[config.mk]
export PLATFORM = sky130hd
export DESIGN_NAME = debug_display_flat
export DESIGN_NICKNAME = d
export VERILOG_FILES = /design/src/rtl/debug_display_pkg.sv /design/src/rtl/debug_display_if.sv /design/src/rtl/debug_display_decoder7.sv /design/src/rtl/debug_display.sv /design/src/flat_wrapper.sv
export SDC_FILE = /design/constraint.sdc
export NUM_CORES = 1
export LEC_CHECK = 0
export ABC_CLOCK_PERIOD_IN_PS = 7400
export CAP_MARGIN = 20
export CELL_PAD_IN_SITES_DETAIL_PLACEMENT = 1
export CELL_PAD_IN_SITES_GLOBAL_PLACEMENT = 2
export CORE_UTILIZATION = 35
export CTS_BUF_LIST = sky130_fd_sc_hd__clkbuf_16
export CTS_CLUSTER_SIZE = 40
export DETAILED_ROUTE_END_ITERATION = 8
export DONT_BUFFER_PORTS = 1
export PLACE_DENSITY = 0.87
export SYNTH_ARGS = -nofsm -noshare
export SYNTH_HDL_FRONTEND = slang
export SYNTH_HIERARCHICAL = 1
export SYNTH_SLANG_ARGS = --single-unit
[constraint.sdc]
create_clock -name iClock -period 7.4 [get_ports iClock]
set_clock_uncertainty 0.2 [all_clocks]
set_input_delay 1.48 -clock iClock [delete_from_list [all_inputs] [get_ports iClock]]
set_output_delay 1.48 -clock iClock [all_outputs]
set_load 0.02 [all_outputs]
[src/rtl/debug_display_pkg.sv]
// debug_display_pkg: mode encodings, segment constants, width helpers.
// Shared by the interface, the top and the segment decoder.
package debug_display_pkg;

  typedef enum logic [1:0] {
    MODE_LIVE   = 2'b00,
    MODE_HOLD   = 2'b01,
    MODE_SCAN   = 2'b10,
    MODE_SCROLL = 2'b11
  } mode_e;

  localparam logic [6:0] SEG_BLANK = 7'h7F;
  localparam logic [6:0] SEG_DASH  = 7'b0111111;

  function automatic int clog2(input int v);
    int r;
    r = 0;
    for (int i = 0; i < 31; i++)
      if ((1 << i) < v) r = i + 1;
    return r;
  endfunction

  // Width of a field that must index v items, never zero.
  function automatic int bits_for(input int v);
    return (clog2(v) < 1) ? 1 : clog2(v);
  endfunction

endpackage

[src/rtl/debug_display_if.sv]
// debug_display_if: probe/control inputs and display outputs.
// master drives iProbe/iSel/iMode/iCapture/iStep; slave drives oHex/oChannel/oWindow/oFrozen.
interface debug_display_if
  import debug_display_pkg::*;
#(
  parameter int NUM_CH = 8,
  parameter int DATA_W = 32
);
  localparam int CH_W  = bits_for(NUM_CH);
  localparam int WIN_W = bits_for((DATA_W + 31) / 32);

  logic [NUM_CH*DATA_W-1:0] iProbe;
  logic [CH_W-1:0]          iSel;
  logic [1:0]               iMode;
  logic                     iCapture;
  logic                     iStep;
  logic [55:0]              oHex;
  logic [CH_W-1:0]          oChannel;
  logic [WIN_W-1:0]         oWindow;
  logic                     oFrozen;

  modport master (
    output iProbe, iSel, iMode, iCapture, iStep,
    input  oHex, oChannel, oWindow, oFrozen
  );

  modport slave (
    input  iProbe, iSel, iMode, iCapture, iStep,
    output oHex, oChannel, oWindow, oFrozen
  );

endinterface

[src/rtl/debug_display_decoder7.sv]
// decoder7: combinational nibble to active-low 7-segment glyph.
// Ports: nibble (4b in), seg (7b out, bit order gfedcba).
module decoder7
  import debug_display_pkg::*;
(
  input  logic [3:0] nibble,
  output logic [6:0] seg
);

  always_comb begin
    seg = SEG_BLANK;
    unique case (nibble)
      4'h0: seg = 7'h40;
      4'h1: seg = 7'h79;
      4'h2: seg = 7'h24;
      4'h3: seg = 7'h30;
      4'h4: seg = 7'h19;
      4'h5: seg = 7'h12;
      4'h6: seg = 7'h02;
      4'h7: seg = 7'h78;
      4'h8: seg = 7'h00;
      4'h9: seg = 7'h10;
      4'hA: seg = 7'h08;
      4'hB: seg = 7'h03;
      4'hC: seg = 7'h46;
      4'hD: seg = 7'h21;
      4'hE: seg = 7'h06;
      4'hF: seg = 7'h0E;
    endcase
  end

endmodule

[src/rtl/debug_display.sv]
// debug_display: multi-channel probe viewer on eight 7-segment digits.
// Ports: iClock, iReset (sync, active-high), bus (debug_display_if.slave).
module debug_display
  import debug_display_pkg::*;
#(
  parameter int NUM_CH   = 8,
  parameter int DATA_W   = 32,
  parameter int SCAN_DIV = 50_000_000
) (
  input  logic           iClock,
  input  logic           iReset,
  debug_display_if.slave bus
);

  localparam int CH_W    = bits_for(NUM_CH);
  localparam int NUM_WIN = (DATA_W + 31) / 32;
  localparam int WIN_W   = bits_for(NUM_WIN);
  localparam int PRE_W   = bits_for(SCAN_DIV);
  localparam int PAD_W   = NUM_WIN * 32;
  localparam int ALL_W   = NUM_CH * DATA_W;

  mode_e              mode;
  mode_e              prev_mode;
  logic [ALL_W-1:0]   snap;
  logic [ALL_W-1:0]   src;
  logic               load;
  logic               scan_entry;
  logic               scan_adv;
  logic               scan_last;
  logic               win_last;
  logic               bad_ch;
  logic [CH_W-1:0]    scan_ch;
  logic [CH_W-1:0]    cur_ch;
  logic [WIN_W-1:0]   win;
  logic [WIN_W-1:0]   cur_win;
  logic [PRE_W-1:0]   presc;
  logic [DATA_W-1:0]  ch_data;
  logic [PAD_W-1:0]   padded;
  logic [31:0]        word;
  logic [6:0]         seg [8];
  logic [55:0]        hex_d;

  assign mode = mode_e'(bus.iMode);

  always_comb begin
    load = bus.iCapture ||
           (mode == MODE_HOLD &&
            prev_mode != MODE_HOLD);
    // A snapshot loaded this cycle is shown
    // straight away, keeping one-cycle latency.
    src = (mode == MODE_HOLD && !load) ?
          snap : bus.iProbe;
    scan_entry = mode == MODE_SCAN &&
                 prev_mode != MODE_SCAN;
    scan_adv = presc == PRE_W'(SCAN_DIV - 1) ||
               bus.iStep;
    scan_last = 32'(scan_ch) == NUM_CH - 1;
    win_last  = 32'(win) == NUM_WIN - 1;
    cur_ch = (mode == MODE_SCAN && !scan_entry) ?
             scan_ch : bus.iSel;
    cur_win = (mode == MODE_SCROLL) ? win : '0;
    bad_ch = 32'(cur_ch) >= NUM_CH;
    ch_data = '0;
    for (int k = 0; k < NUM_CH; k++)
      if (cur_ch == CH_W'(k))
        ch_data = src[k*DATA_W +: DATA_W];
    padded = PAD_W'(ch_data);
    word = '0;
    for (int w = 0; w < NUM_WIN; w++)
      if (cur_win == WIN_W'(w))
        word = padded[w*32 +: 32];
  end

  for (genvar d = 0; d < 8; d++) begin : g_dec
    decoder7 u_dec (
      .nibble (word[4*d +: 4]),
      .seg    (seg[d])
    );
  end

  always_comb begin
    hex_d = '0;
    for (int d = 0; d < 8; d++)
      hex_d[7*d +: 7] = bad_ch ? SEG_DASH : seg[d];
  end

  always_ff @(posedge iClock) begin
    if (iReset) begin
      prev_mode    <= MODE_LIVE;
      snap         <= '0;
      scan_ch      <= '0;
      presc        <= '0;
      win          <= '0;
      bus.oHex     <= {8{SEG_BLANK}};
      bus.oChannel <= '0;
      bus.oWindow  <= '0;
      bus.oFrozen  <= 1'b0;
    end else begin
      prev_mode <= mode;
      if (load) snap <= bus.iProbe;
      if (scan_entry) begin
        scan_ch <= bus.iSel;
        presc   <= '0;
      end else if (mode == MODE_SCAN) begin
        if (scan_adv) begin
          scan_ch <= scan_last ?
                     '0 : scan_ch + CH_W'(1);
          presc   <= '0;
        end else begin
          presc <= presc + PRE_W'(1);
        end
      end
      if (mode != MODE_SCROLL)
        win <= '0;
      else if (bus.iStep)
        win <= win_last ? '0 : win + WIN_W'(1);
      bus.oHex     <= hex_d;
      bus.oChannel <= cur_ch;
      bus.oWindow  <= cur_win;
      bus.oFrozen  <= mode == MODE_HOLD;
    end
  end

endmodule

[src/flat_wrapper.sv]
// flat-port wrapper written by rule: the top's interface ports become plain ports
module debug_display_flat import debug_display_pkg::*;
#(
  parameter int NUM_CH   = 8,
  parameter int DATA_W   = 32,
  parameter int SCAN_DIV = 50_000_000
)
  (iClock, iReset, bus_iProbe, bus_iSel, bus_iMode, bus_iCapture, bus_iStep, bus_oHex, bus_oChannel, bus_oWindow, bus_oFrozen);
  debug_display_if #(.NUM_CH(NUM_CH), .DATA_W(DATA_W)) bus_i ();
  input  logic iClock;
  input  logic iReset;
  input wire logic [$bits(bus_i.iProbe)-1:0] bus_iProbe;
  input wire logic [$bits(bus_i.iSel)-1:0] bus_iSel;
  input wire logic [$bits(bus_i.iMode)-1:0] bus_iMode;
  input wire logic [$bits(bus_i.iCapture)-1:0] bus_iCapture;
  input wire logic [$bits(bus_i.iStep)-1:0] bus_iStep;
  output wire logic [$bits(bus_i.oHex)-1:0] bus_oHex;
  output wire logic [$bits(bus_i.oChannel)-1:0] bus_oChannel;
  output wire logic [$bits(bus_i.oWindow)-1:0] bus_oWindow;
  output wire logic [$bits(bus_i.oFrozen)-1:0] bus_oFrozen;
  assign bus_i.iProbe = bus_iProbe;
  assign bus_i.iSel = bus_iSel;
  assign bus_i.iMode = bus_iMode;
  assign bus_i.iCapture = bus_iCapture;
  assign bus_i.iStep = bus_iStep;
  assign bus_oHex = bus_i.oHex;
  assign bus_oChannel = bus_i.oChannel;
  assign bus_oWindow = bus_i.oWindow;
  assign bus_oFrozen = bus_i.oFrozen;
  debug_display #(.NUM_CH(NUM_CH), .DATA_W(DATA_W), .SCAN_DIV(SCAN_DIV)) u_core (.iClock(iClock), .iReset(iReset), .bus(bus_i));
endmodule
==> results.md, run 1 <==
- Post-DP HPWL: 51400 um
- Yosys warns: 6
- RSZ-0062 raised after global routing: no
- P_leak: 7.43 nW
- Synth async-reset ratio: 0
- H-tree lvl count: 2
- CTS root buf: clkbuf_16
- Fmax: 172 MHz
- Vias in the first global route: 18100
- DR DRC count: 0
- Initial Util: 0.356
- Final WL: 76900 um
- Run status: completed
- Post-synth EDFFs: 0
- PortBufs: 0
- Die W: 239 um
- I/O pin count: 326
- Area of the die: 57200 um2
- Max IR drop VDD: 149 uV
- Clk sinks: 347
- Final setup violation count: 0
- Vias post-DR: 18300
- Post-synthesis register bit count: 347
- Sequential area share after synthesis: 0.353
- Worst setup margin: 1.58 ns
- Worst Hold Class: reg2reg
- CTS tree: done
- Post-synthesis instance total: 2517
- CTS clk-pin slew, worst paths: 0.06 ns
- Largest net degree at the start of global routing: 346
- Final Hold Fails: 0
- CTS resizes: 0
- Netlist area before placement: 19700 um2
- Post-DRT Antenna Nets: 0
- Area of placed instances: 20000 um2
- GP Congestion: 0.889
- Layout cell share with drive strength beyond 1: 0.0979
- WL/cell: 24.6 um
- Kind of critical path: in2reg
- Fin Hold WS: 0.250 ns
- Setup Fix Bufs, Post-CTS: 0
- First drt pass iteration count: 5
- Worst endpoint required time: 7.65 ns
- First-pass GRT wire length: 114000 um
- Via/cell ratio: 5.84
- Tightest Pin Transition: 1.34 ns
- Num CTS Buffers: 42
- Synth Flop Type: dfxtp_1
- Final worst-path cycle share: 0.786
- Synthesized Nets: 2841
- Worst relative slew slack: 0.107
- GRT Residual Overflow: 0
- Post-Route Setup TNS: 0 ns
- Area growth syn-to-layout: 8.12%
- Final Power: 4.98 mW
- Post-route cell area: 21300 um2
- Mean post-synth cell area: 7.82 um2
- Hold Buf Count CTS: 0
- Synth cell types: 61
- Data arrival, critical path: 6.07 ns
- Max-Cap Viols: 0
- Core area: 55300 um2
- Initial antenna violation count: 1
- Total track usage: 0.259
- Worst Setup End Kind: register
- Die height: 239 um
- Final Max Tran Viols: 0
- Clock latency at the later pin of the worst-skew pair: 0.58 ns
- Clk buf depth: 3
- Final min period: 5.82 ns
- Final-stage net count: 2678
- Crit-path max FO: 36
- Setup slack at placement: 1.03 ns
- Startpoint types: primary input
- Commonest cells after routing, fill and taps aside: nand2_1 (537), dfxtp_1 (347), a21oi_1 (298), nand3_1 (201), o21ai_0 (144)
- Fill cells: 6662
- Antenna diode count: 0
- Iter 0 DRT Violations: 1421
- Site row count: 86
- PwrDens: 234 nW/um2
- Commonest non-fill, non-tap cell in the layout: nand2_1
==> metal layers <==
metal,vias to the layer above,track usage,share of wire
met2,550,0.391,0.44
met3,82,0.0881,0.095
met1,9111,0.350,0.44
met4,2,0.0668,0.024
met5,-,0,0.00017
li1,8518,-,-
==> cells in the mapped netlist, types with 8 or more instances <==
master     count  area share
nor3_1        30      0.0076
dfxtp_1      347        0.35
xnor2_1       16      0.0071
a32o_1         8      0.0041
mux2i_1      133       0.068
o2111ai_1     32       0.014
o21ai_0      144       0.037
nand2b_1      10      0.0032
o22a_1        31       0.014
and2_1        33       0.010
buf_6          9      0.0051
mux2_2        72       0.041
a21oi_1      299       0.076
inv_1         33      0.0063
nand2_1      538        0.10
nand3_1      201       0.051
a32oi_1       32       0.014
a22o_1        14      0.0062
a311oi_1      32       0.014
nor2_1        49      0.0093
buf_1          9      0.0017
buf_2         45       0.011
ha_1          59       0.038
nor2b_1        8      0.0025
clkbuf_1     166       0.032
a211oi_1      34       0.013
or2_2         56       0.018
==> cell families after synthesis <==
logic type	count (synthesis)	share of synthesized area
adders and majority gates	59	0.0375
xor gates and xnor gates	23	0.0102
muxes	215	0.121
DFF	347	0.353
AOI/OAI and AO/OA	644	0.200
buffers and inverters	264	0.0568
other	1	0.000190
and+or+nand+nor	964	0.222
==> final timing paths <==
check	from	end	slack, ns	cells past startpoint
min	u_core/snap[88]	u_core/snap[88]	0.25	2
max	bus_iMode[1]	u_core/bus.oHex[17]	1.58	11
min reg2reg	u_core/snap[88]	u_core/snap[88]	0.25	2
max reg2reg	u_core/prev_mode[0]	u_core/bus.oHex[17]	2.05	11
==> registers in the layout, summed over array words and instances (netlist names) <==
name,cells
u_core/prev_mode,2
u_core/bus.oHex,56
u_core/bus.oChannel,3
u_core/presc,26
u_core/snap,256
u_core/bus.oFrozen,1
u_core/scan_ch,3
==> stage by stage <==
stage | util | instances
after floorplan | - | 2517
after global placement | 0.362 | 3057
after detailed placement | 0.362 | 3058
after CTS | 0.385 | 3129
after global routing | 0.385 | 3129
final | 0.385 | 3129
==> layout make-up <==
cell class,instances,area (um2),area share
Timing Repair Buffer,23,280,0.0132
Sequential cell,347,6950,0.326
Clock buffer,45,1130,0.0529
Tap cell,748,936,0.0440
Multi-Input combinational cell,1906,11700,0.551
Inverter,34,130,0.00611
Clock inverter,26,133,0.00623
==> power breakdown <==
part / switching [mW] / internal (mW)
Sequential: 0.153 / 2.01
Clock: 0.841 / 1.12
Combinational: 0.520 / 0.338
Total: 1.51 / 3.47
==> worst max-delay path, cell delays in order <==
cell and delay (ns):
nor4bb_4 0.64, buf_4 0.30, mux2_4 0.52, nand2b_2 0.67
o22a_1 0.40, a32oi_1 0.55, inv_1 0.25, ha_1 0.35
inv_1 0.05, mux4_1 0.49, or2_2 0.28
No activity file was read; power rests on OpenSTA's default activity.
==> run 2: changes to the inputs <==
ABC_CLOCK_PERIOD_IN_PS = 5200   (was 7400)
CORE_UTILIZATION = 34   (was 35)
PLACE_DENSITY = 0.88   (was 0.87)
clock period = 5.2 ns   (was 7.4 ns; I/O delays follow)
==> run 2 against run 1 <==
Die area grew 2.9%. Sequential cell count unchanged. Hold slack got worse by 0.0016 ns. Sequential share of layout area is 0.89 points lower. Critical path type unchanged. Critical endpoint is now u_core/bus.oHex[24].
==> results.md, run 2 (synthesis gave the netlist of run 1 again) <==
- Via/cell ratio: 5.76
- Crit-path leading delay family: compound AO/OA/AOI/OAI gates
- Vias in the first global route: 18600
- Top Registers: u_core/snap: 256 flops, u_core/bus.oHex: 56 flops, u_core/presc: 26 flops
- Post-DRT Antenna Nets: 0
- Final worst-path cycle share: 0.826
- WL/cell: 24.2 um
- CTS resizes: 0
- DR DRC count: 0
- Die height: 243 um
- GRT Residual Overflow: 0
- Num CTS Buffers: 43
- Worst Setup End Kind: register
- Max IR drop VDD: 241 uV
- Critical-path top delay cell: a32oi_1
- Final Util: 0.385
- GP Congestion: 0.913
- Top reg by flops: u_core/snap
- Layout cell share with drive strength beyond 1: 0.115
- Cell breakdown of the critical path: nor4bb_4, mux2_4, buf_4, a311oi_1, o2111ai_1, a32oi_1, inv_1, ha_1, inv_1, mux4_1, or2_2
- Commonest cells after routing, fill and taps aside: nand2_1 (537), dfxtp_1 (347), a21oi_1 (298), nand3_1 (201), o21ai_0 (144)
- CTS clk-pin slew, worst paths: 0.06 ns
- PwrDens: 335 nW/um2
- Clk buf depth: 3
- Area of the die: 58900 um2
- Tightest Pin Transition: 0.958 ns
- Setup Fix Bufs, Post-CTS: 0
- Post-Route Setup TNS: 0 ns
- Final Max Tran Viols: 0
- Worst Hold Class: reg2reg
- Crit-path max FO: 32
- Initial antenna violation count: 3
- Delay of the slowest cell on the worst path: 0.49 ns
- Max reg flops: 256
- Hold Buf Count CTS: 0
- Fmax: 233 MHz
- First drt pass iteration count: 6
- Most used cell, CP: inv_1
- Worst relative slew slack: 0.361
- Initial Util: 0.346
- Data arrival, critical path: 4.54 ns
- Final-stage net count: 2723
- Post-DP HPWL: 53700 um
- Clock latency at the later pin of the worst-skew pair: 0.58 ns
- I/O pin count: 326
- Fill cells: 6771
- Final setup violation count: 0
- Max-Cap Viols: 0
- Final Hold Fails: 0
- Crit path buf inv count: 3
- P_leak: 7.73 nW
- Worst endpoint required time: 5.45 ns
- Site row count: 87
- Final min period: 4.29 ns
- Commonest non-fill, non-tap cell in the layout: nand2_1
- Vias post-DR: 18300
- PortBufs: 0
- CTS tree: done
- Clk sinks: 347
- Run status: completed
- Total track usage: 0.252
- CTS root buf: clkbuf_16
- H-tree lvl count: 2
- RSZ-0062 raised after global routing: no
- Startpoint types: primary input
- Largest net degree at the start of global routing: 346
- Area growth syn-to-layout: 11.1%
- Iter 0 DRT Violations: 1416
- Core area: 56800 um2
- First-pass GRT wire length: 116000 um
- Kind of critical path: in2reg
- Die W: 243 um
- Final WL: 77000 um
==> run 2: final timing paths <==
path                                           from  cells past startpoint  slack [ns]             endpoint
worst min register to register      u_core/snap[57]                      2        0.25      u_core/snap[57]
worst max-delay path                   bus_iMode[1]                     11        0.91  u_core/bus.oHex[24]
worst min-delay path                u_core/snap[57]                      2        0.25      u_core/snap[57]
worst max register to register  u_core/prev_mode[0]                     11        0.93  u_core/bus.oHex[24]
==> run 2: layout make-up <==
type	count	area, um2	area share
clock inverter	33	282	0.0129
antenna	2	5.00	0.000229
sequential	347	6950	0.318
timing repair buffer	67	761	0.0348
tap	756	946	0.0432
clock buffer	43	1080	0.0492
multi-input combinational	1906	11700	0.536
inverter	34	130	0.00595
==> run 2: report_power, final <==
part | internal (mW) | switching [mW] | total [mW]
Sequential | 2.87 | 0.217 | 3.08
Combinational | 0.532 | 0.746 | 1.28
Clock | 1.74 | 1.21 | 2.96
==> run 2: layer usage <==
layer,vias up,global-route usage,wire [um]
li1,8626,-,-
met1,9156,0.330,34200
met2,484,0.392,33800
met3,79,0.0945,7360
met4,2,0.0575,1620
met5,-,0,19
==> run 2: through the flow <==
stage	total power [mW]	worst slack, ns	cells	instance area (um2)	hold WS, ns
6_report	7.32	0.907	3188	21900	0.248
5_1_grt	7.63	0.804	3186	21900	0.267
4_1_cts	7.39	1.00	3186	21900	0.248
3_5_place_dp	4.41	0.406	3110	20500	0.239
3_3_place_gp	4.33	0.507	3109	20500	0.231
2_1_floorplan	4.03	0.737	2517	19700	0.228
==> run 2: tightest hold or removal path, stage by stage (launching register included) <==
cell     delay (ns)
dfxtp_1        0.31
nand2_1        0.05
a21oi_1        0.05
==> edit: new RTL, flow settings as in run 2 <==
`DATA_W` is set to 32 in 3 places; all go to 24.
--- a/src/rtl/debug_display_if.sv
+++ b/src/rtl/debug_display_if.sv
@@ -4,7 +4,7 @@
   import debug_display_pkg::*;
 #(
   parameter int NUM_CH = 8,
-  parameter int DATA_W = 32
+  parameter int DATA_W = 24
 );
   localparam int CH_W  = bits_for(NUM_CH);
   localparam int WIN_W = bits_for((DATA_W + 31) / 32);
--- a/src/rtl/debug_display.sv
+++ b/src/rtl/debug_display.sv
@@ -4,7 +4,7 @@
   import debug_display_pkg::*;
 #(
   parameter int NUM_CH   = 8,
-  parameter int DATA_W   = 32,
+  parameter int DATA_W   = 24,
   parameter int SCAN_DIV = 50_000_000
 ) (
   input  logic           iClock,
--- a/src/flat_wrapper.sv
+++ b/src/flat_wrapper.sv
@@ -2,7 +2,7 @@
 module debug_display_flat import debug_display_pkg::*;
 #(
   parameter int NUM_CH   = 8,
-  parameter int DATA_W   = 32,
+  parameter int DATA_W   = 24,
   parameter int SCAN_DIV = 50_000_000
 )
   (iClock, iReset, bus_iProbe, bus_iSel, bus_iMode, bus_iCapture, bus_iStep, bus_oHex, bus_oChannel, bus_oWindow, bus_oFrozen);
Interface: changed (resized bus_iProbe); port bits go from 326 to 262. No check against the original RTL was run, so the function may have changed too.
==> edit against run 2 <==
- synthesized area decreased by 21%
- cell area decreased by 21%
- register-to-register slack improved by 0.03 ns
- synthesized cell count decreased by 18%
- first-iteration DRC count decreased by 25%
- total power decreased by 18%
- wire length decreased by 24%
- critical endpoint is now u_core/bus.oHex[17]
- sequential cell count decreased by 64
- global-route usage decreased by 0.50 points
- worst setup slack got worse by 0.084 ns
==> edit: results (changes against run 2) <==
layout cells sized above 1 9.10% (-2.4 points); hold path depth 2 (unchanged); number of distinct library cells after synthesis 55 (-9.8%); run status completed; Reg2Reg Capture Point u_core/bus.oHex[17]; Worst-path clk slew 0.06 ns (about the same); Worst Hold Endpoint u_core/snap[132]; initial antenna violation count 0 (-3); Worst R2R Path Depth 13 (+2); hold_sp u_core/snap[132]; Iteration-0 DRC Markers 1069 (-25%); FF-to-FF Start u_core/prev_mode[1]; VDD IR max 0.243 mV (+1.0%); xor/xnor cell area share of the yosys netlist 1.42% (+0.39 points); Leakage 7.30 nW (-5.5%); Tightest Pin Transition 1.16 ns (+0.205 ns); Critical Path Max Stage Delay 0.48 ns; GRT Resource Usage Total 24.7% (-0.50 points); number of H-tree levels 2 (unchanged); post-synthesis mux area share 9.35% (-2.7 points); routed length per placed instance 22.1 um (-8.6%); Post-synth ARST share 0% (unchanged); ys flop type dfxtp_1; clock latency on the worst-skew pair 0.55 ns (-0.03 ns); dpl cell area 16000 sq um (-22%); Hold Path Class reg2reg; routability-driven placement congestion ratio 0.851 (-6.8%); slowest CP cell mux4_1; Initial DRT Pass Iterations 5 (-1); Num CTS Buffers 36 (-16%); Largest regs u_core/snap: 192 flops, u_core/bus.oHex: 56 flops, u_core/presc: 26 flops; top post-synthesis cells by area dfxtp_1, nand2_1, a21oi_1; vias per inst 5.41 (-6.1%); CP max FO 15 (-53%); Nets 2292 (-16%); leading cell types by count after synthesis nand2_1, a21oi_1, dfxtp_1, mux2i_1, clkbuf_1; Synth Area in Adders 4.77% (+1.0 points); DP HPWL 41800 um (-22%); CP arrival 4.61 ns (+0.07 ns); Antenna Diode Count 0 (-2); vias in the first global route 14600 (-21%); Buffers on Ports 0 (unchanged); Synth Area in Compound Gates 16.1% (-3.9 points); largest net degree at the start of global routing 259 (-25%); first-pass GRT wire length 88600 um (-24%); R2R Setup Slk 0.96 ns (+0.03 ns); fillers 5463 (-19%); pre-CTS WS 0.264 ns (-0.143 ns); register area share after synthesis 36.6% (+1.3 points)
edit: cell types whose count changed in the layout (fill, tap and decap cells not counted), sizes merged, moves of 24 or more:
| cell | run 2 | this run |
|---|---|---|
| a311oi | 32 | 1 |
| dfxtp | 347 | 283 |
| a211oi | 34 | 0 |
| nand3 | 201 | 57 |
| nor2 | 50 | 77 |
| a32oi | 32 | 0 |
| a31oi | 0 | 26 |
| and2 | 33 | 1 |
| o22a | 31 | 0 |
| nand2 | 538 | 676 |
| mux2i | 134 | 110 |
| mux2 | 73 | 8 |
| conb | 1 | 35 |
| o21ai | 145 | 42 |
edit: critical path, delay by kind of cell:
| family | cells | cell delay (ns) |
|---|---|---|
| buf+inv | 4 | 0.74 |
| simple gates | 3 | 0.80 |
| compound gates | 3 | 0.84 |
| fa+ha+maj | 1 | 0.32 |
| mux | 2 | 0.84 |
edit: how the worst max path moves through the flow:
stage / start / end / slack, ns / cells after the start
after floorplan: bus_iMode[0] / u_core/bus.oHex[17] / 0.97 / 14
after global placement: bus_iMode[0] / u_core/bus.oHex[17] / 0.42 / 13
after detailed placement: bus_iMode[0] / u_core/bus.oHex[3] / 0.26 / 12
after CTS: bus_iMode[0] / u_core/bus.oHex[3] / 0.89 / 12
after global routing: bus_iMode[0] / u_core/bus.oHex[17] / 0.60 / 13
final: bus_iMode[0] / u_core/bus.oHex[17] / 0.82 / 13
edit: metal layers:
metal,part of all wire [%],track usage [%]
met1,43,31.1
met2,47,40.4
met3,7.5,6.69
met4,3.1,8.94
met5,0,0
edit: cell families (layout without fill, tap and decap cells):
group           count (synthesis)  count (layout)
compound gates                444             444
other cells                     1              35
flops                         283             283
xor+xnor                       25              25
mux                           126             126
fa+ha+maj                      59              59
buf+inv                       187             135
simple gates                  947             947
edit: stage by stage:
stage	hold WS [ns]	instances	util, %
2_1_floorplan	0.231	2106	-
3_3_place_gp	0.234	2586	36.1
3_5_place_dp	0.242	2586	36.1
4_1_cts	0.248	2646	38.6
5_1_grt	0.271	2646	38.6
6_report	0.250	2646	38.6
edit: report_power, final:
| group | internal, W | total [W] | switching, W |
|---|---|---|---|
| Clock | 0.00148 | 0.00249 | 0.00101 |
| Combinational | 0.000388 | 0.000970 | 0.000582 |
| Sequential | 0.00234 | 0.00251 | 0.000171 |
edit: area by class of cell:
cell class / instances / area share [%]
flip-flops and latches: 283 / 33.0
clock inverters: 23 / 1.21
well taps: 592 / 4.31
repair buffers: 47 / 2.64
multi-input cells: 1636 / 52.9
inverters: 28 / 0.612
clock buffers: 37 / 5.39
